<file path="config.mk">
export PLATFORM = sky130hd
export DESIGN_NAME = epoch_alarm
export DESIGN_NICKNAME = d
export VERILOG_FILES = /design/src/rtl/epoch_alarm.sv
export SDC_FILE = /design/constraint.sdc
export NUM_CORES = 1
export LEC_CHECK = 0
export ABC_CLOCK_PERIOD_IN_PS = 4300
export CAP_MARGIN = 20
export CORE_ASPECT_RATIO = 1.25
export CORE_MARGIN = 2
export CORE_UTILIZATION = 33
export DETAILED_ROUTE_END_ITERATION = 6
export DONT_BUFFER_PORTS = 1
export SLEW_MARGIN = 5
export SYNTH_ARGS = -nofsm -noshare
export SYNTH_HDL_FRONTEND = slang
export SYNTH_SLANG_ARGS = --single-unit
export TNS_END_PERCENT = 20
</file>
<file path="constraint.sdc">
create_clock -name clk -period 4.3 [get_ports clk]
set_input_delay 0.645 -clock clk [delete_from_list [all_inputs] [get_ports clk]]
set_output_delay 0.645 -clock clk [all_outputs]
set_load 0.02 [all_outputs]
</file>
<file path="src/rtl/epoch_alarm.sv">
// Epoch alarm: fires when the running epoch reaches a programmable alarm time,
// optionally re-arming by a repeat period; sticky irq/missed plus a fixed-width pulse.
module epoch_alarm #(
  parameter int WIDTH        = 64,
  parameter int PERIOD_WIDTH = 32,
  parameter int PULSE_CYCLES = 16
) (
  input  logic                    clk,
  input  logic                    rst,
  input  logic [WIDTH-1:0]        i_time,
  input  logic [WIDTH-1:0]        i_alarm,
  input  logic                    alarm_le,
  input  logic [PERIOD_WIDTH-1:0] i_period,
  input  logic                    period_le,
  input  logic                    arm,
  input  logic                    disarm,
  input  logic                    irq_ack,
  output logic                    irq,
  output logic                    irq_pulse,
  output logic                    missed,
  output logic [1:0]              state
);

  localparam int CW = $clog2(PULSE_CYCLES + 1);

  typedef enum logic [1:0] {
    IDLE  = 2'b00,
    ARMED = 2'b01,
    FIRED = 2'b10
  } state_e;

  state_e                  state_q, state_d;
  logic [WIDTH-1:0]        alarm_q, alarm_d;
  logic [PERIOD_WIDTH-1:0] period_q, period_d;
  logic                    irq_q, irq_d;
  logic                    missed_q, missed_d;
  logic [CW-1:0]           cnt_q, cnt_d;
  logic                    fire;

  always_comb begin
    state_d  = state_q;
    alarm_d  = alarm_q;
    period_d = period_le ? i_period : period_q;
    fire     = 1'b0;
    if (alarm_le) alarm_d = i_alarm;

    // Compare uses the pre-load alarm; a same-edge load only affects later cycles.
    case (state_q)
      IDLE:  if (arm) state_d = ARMED;
      ARMED: begin
        if (disarm) state_d = IDLE;
        else if (i_time >= alarm_q) begin
          state_d = FIRED;
          fire    = 1'b1;
        end
      end
      FIRED: begin
        if (disarm || period_q == '0) state_d = IDLE;
        else begin
          state_d = ARMED;
          if (!alarm_le) alarm_d = alarm_q + WIDTH'(period_q);
        end
      end
      default: state_d = IDLE;
    endcase

    if (fire)         irq_d = 1'b1;
    else if (irq_ack) irq_d = 1'b0;
    else              irq_d = irq_q;

    if (fire && irq_q && !irq_ack) missed_d = 1'b1;
    else if (irq_ack)              missed_d = 1'b0;
    else                           missed_d = missed_q;

    // Refire during a pulse restarts it, so back-to-back pulses merge.
    if (fire)            cnt_d = CW'(PULSE_CYCLES);
    else if (cnt_q != 0) cnt_d = cnt_q - 1'b1;
    else                 cnt_d = cnt_q;
  end

  always_ff @(posedge clk or negedge rst) begin
    if (!rst) begin
      state_q  <= IDLE;
      alarm_q  <= '0;
      period_q <= '0;
      irq_q    <= 1'b0;
      missed_q <= 1'b0;
      cnt_q    <= '0;
    end else begin
      state_q  <= state_d;
      alarm_q  <= alarm_d;
      period_q <= period_d;
      irq_q    <= irq_d;
      missed_q <= missed_d;
      cnt_q    <= cnt_d;
    end
  end

  assign irq       = irq_q;
  assign missed    = missed_q;
  assign irq_pulse = (cnt_q != '0);
  assign state     = state_q;

endmodule

</file>
==> impl_metrics.tcl <==
set metrics [dict create \
    hold_viol_final 0 \
    final_nets 1241 \
    fin_crit_sh_pct 73.7 \
    start_util_pct 33.3 \
    synth-seq-cells 105 \
    dp_hpwl_um 20900 \
    slew_headroom_pct 33.7 \
    rsz0062_at_grt "no" \
    placed_cell_area_mm2 0.00886 \
    path_class "reg2reg" \
    start_kind "register" \
    clock_latency_ps 370 \
    power_frac_comb_pct 34.1 \
    cp.required_ps 4580 \
    cellPowerDensity_mw_per_mm2 346 \
    drtIter0Drc 428 \
    irDropWorstVdd_mv 0.186 \
    skew_ps 20.2 \
    antenna_found_initial 2 \
    power.switching_mw 1.18 \
    antenna_left 0 \
    cts_buffers 9 \
    ios 172 \
    whs_ps 213 \
    critPathLaunch "period_q[0]$_DFFE_PN0P_" \
    p_int_mw 2.00 \
    status "finished clean" \
    fmax_mhz 315 \
    yosysWarnings 0 \
    r2r_end "alarm_q[62]$_DFF_PN0_" \
    cp-endpoint "alarm_q[62]$_DFF_PN0_" \
    grtUsageTotal_pct 19.2 \
    pwr-share-clk_pct 27.1 \
    arrival_ps 3450 \
    syn-num-nets 1261 \
    drcViolationCount 0 \
    path_buf_inv 1 \
    yosysUniqueCellTypes 74 \
    clk_pin_slew_worst_paths_ps 90 \
    leakagePower_nw 3.92 \
    dr.pass1.iters 5 \
    avgSynthCellArea_um2 8.62 \
    cts_tree "yes" \
    postSynthCellCount 995 \
    core-area_mm2 0.0258 \
    ys_async_sr_fraction_pct 100 \
    rrSetupSlack_ps 1130 \
    cts_sinks 105 \
    gr-total-overflow 0 \
    cts_setup_buffers 0 \
    cp_slowest_cell "or4_1" \
    crit_family "compound AO/OA/AOI/OAI gates" \
    drive_gt1_share_pct 8.16 \
    syn_area_mm2 0.00858 \
    worst-path-stages 11 \
    h-tree-depth 3 \
    die_area_mm2 0.0273 \
    vias_per_cell 5.54 \
    dieHeight_um 184 \
    max_stage_delay_ps 470 \
    synth-seq-area-share_pct 30.6 \
    grt_max_degree 106 \
    num_rows 66 \
    fin_area_mm2 0.00919 \
    floorplan.die.width_um 148 \
    p_seq_share_pct 38.8 \
    critPathMaxFanout 12 \
    crit_chain "ha_1 -> inv_1 -> fa_1 -> nor2b_4 -> o31a_2 -> a41oi_4 -> o31ai_4 -> o211ai_4 -> and2_4 -> or4_1 -> a31oi_1" \
    worstMarginPinSlew_ps 994 \
    finalSetupViolCount 0 \
    r2r-start "period_q[0]$_DFFE_PN0P_" \
    critPathCaptureType "register" \
    grt_first_pass_wirelength_um 40700 \
    num_vias 7324 \
    root_buffer "clkbuf_16" \
    synth_edf_count 0 \
    cts_resized 0 \
    drv_slew 0 \
    numPortBuffers 0 \
    reg2reg_depth 11 \
    syn_to_final_growth_pct 7.13 \
    clock_path_buffers 2 \
    maxCapViolCount 0 \
    postRouteWirelength_um 26200 \
    grt_pass1_vias 7437 \
    final_util_pct 35.7 \
    switching_share_pct 37.1 \
    min_period_ps 3170 \
    worstHoldPathType "in2async" \
    synth_flop_cell "dfrtp_1" \
    gp_congestion 0.875 \
    setup_tns_ps 0 \
    wl_per_cell_um 19.8 \
]
## area by class of cell
cell class / instances / area [um^2]
well taps: 340 / 425
multi-input cells: 774 / 5470
repair buffers: 5 / 57.6
flip-flops and latches: 105 / 2630
clock buffers: 11 / 253
diodes: 2 / 5.00
clock inverters: 5 / 46.3
inverters: 80 / 300
fillers: 2716 / 16600
## cells in the final DEF, fill, tap and decap left out, drive strengths merged, types with 6 or more instances in the layout
cell type  Yosys  routed
a2111oi        6       6
a211oi        11      11
a21o          30      30
a21oi         84      84
a31oi         12      12
clkbuf        28      11
dfrtp        105     105
ha            98      98
inv           80      82
mux2          36      36
mux2i          8       8
nand2         98      98
nand3         18      18
nand4         26      26
nor2          64      64
nor2b          9       9
nor3          21      21
nor4          13      13
o211ai        10      10
o21a           8       8
o21ai         75      75
o21bai         8       8
o311ai         7       7
o31ai          9       9
or2            7       7
or3           12      12
or4            9       9
xnor2         33      33
xor2          11      11
## cells by family after synthesis
family | Yosys count | share of synthesized area (%)
AOI/OAI and AO/OA | 292 | 22.5
xor gates and xnor gates | 44 | 4.49
adders and majority gates | 99 | 14.5
buffers and inverters | 116 | 5.54
DFF | 105 | 30.6
muxes | 44 | 5.66
and+or+nand+nor | 295 | 16.6
## registers in the layout (all words and copies together), names as in the netlist
register / cells
missed: 1
irq: 1
period_q: 32
alarm_q: 64
state: 2
cnt_q: 5
## worst min path at each step
stage | endpoint | depth (start not counted)
floorplan | alarm_q[0]$_DFF_PN0_ | 0
global placement | period_q[4]$_DFFE_PN0P_ | 0
detailed placement | period_q[4]$_DFFE_PN0P_ | 0
CTS | period_q[7]$_DFFE_PN0P_ | 1
global route | period_q[7]$_DFFE_PN0P_ | 1
finish | alarm_q[8]$_DFF_PN0_ | 1
## cell usage after synthesis (9+ instances only)
master	instances	area (um^2)
xor2_1	11	96.3
o21ai_0	69	345
a21o_1	30	225
inv_1	79	297
clkbuf_1	26	97.6
a31oi_1	12	75.1
xnor2_1	33	289
a21oi_1	84	420
nor4_1	13	81.3
a211oi_1	10	75.1
ha_1	98	1230
mux2_2	36	405
nor3_1	21	105
nand2_1	98	368
or4_1	9	67.6
or3_1	12	75.1
nand3_1	18	90.1
dfrtp_1	105	2630
nand4_1	26	163
nor2_1	64	240
## metal layers
| metal | routed length (um) | GRT usage, % |
|---|---|---|
| met1 | 10800 | 22.8 |
| met3 | 1260 | 3.24 |
| met5 | 0 | 0 |
| met4 | 648 | 6.44 |
| met2 | 13500 | 34.9 |
## power by group through the flow
stage,combinational (mW),sequential (mW),clock (mW)
3_5_place_dp,1.05,1.25,0
2_1_floorplan,0.865,1.21,0
3_3_place_gp,1.03,1.25,0
4_1_cts,1.08,1.23,0.880
5_1_grt,1.22,1.25,0.916
6_report,1.08,1.23,0.861
## per-stage QoR
| step | setup WS, ps | power [mW] | instances |
|---|---|---|---|
| floorplan | 1370 | 2.07 | 995 |
| global placement | 1220 | 2.28 | 1303 |
| detailed placement | 1150 | 2.30 | 1303 |
| CTS | 1130 | 3.19 | 1320 |
| global route | 974 | 3.39 | 1322 |
| finish | 1130 | 3.18 | 1322 |
## what timing repair did
item / in CTS / in global routing
setup endpoints to repair: 0 / 0
hold buffers: 1 / 0
endpoints found under the hold margin: 105 / 0
Note: power is estimated with default switching activity, not from simulation.
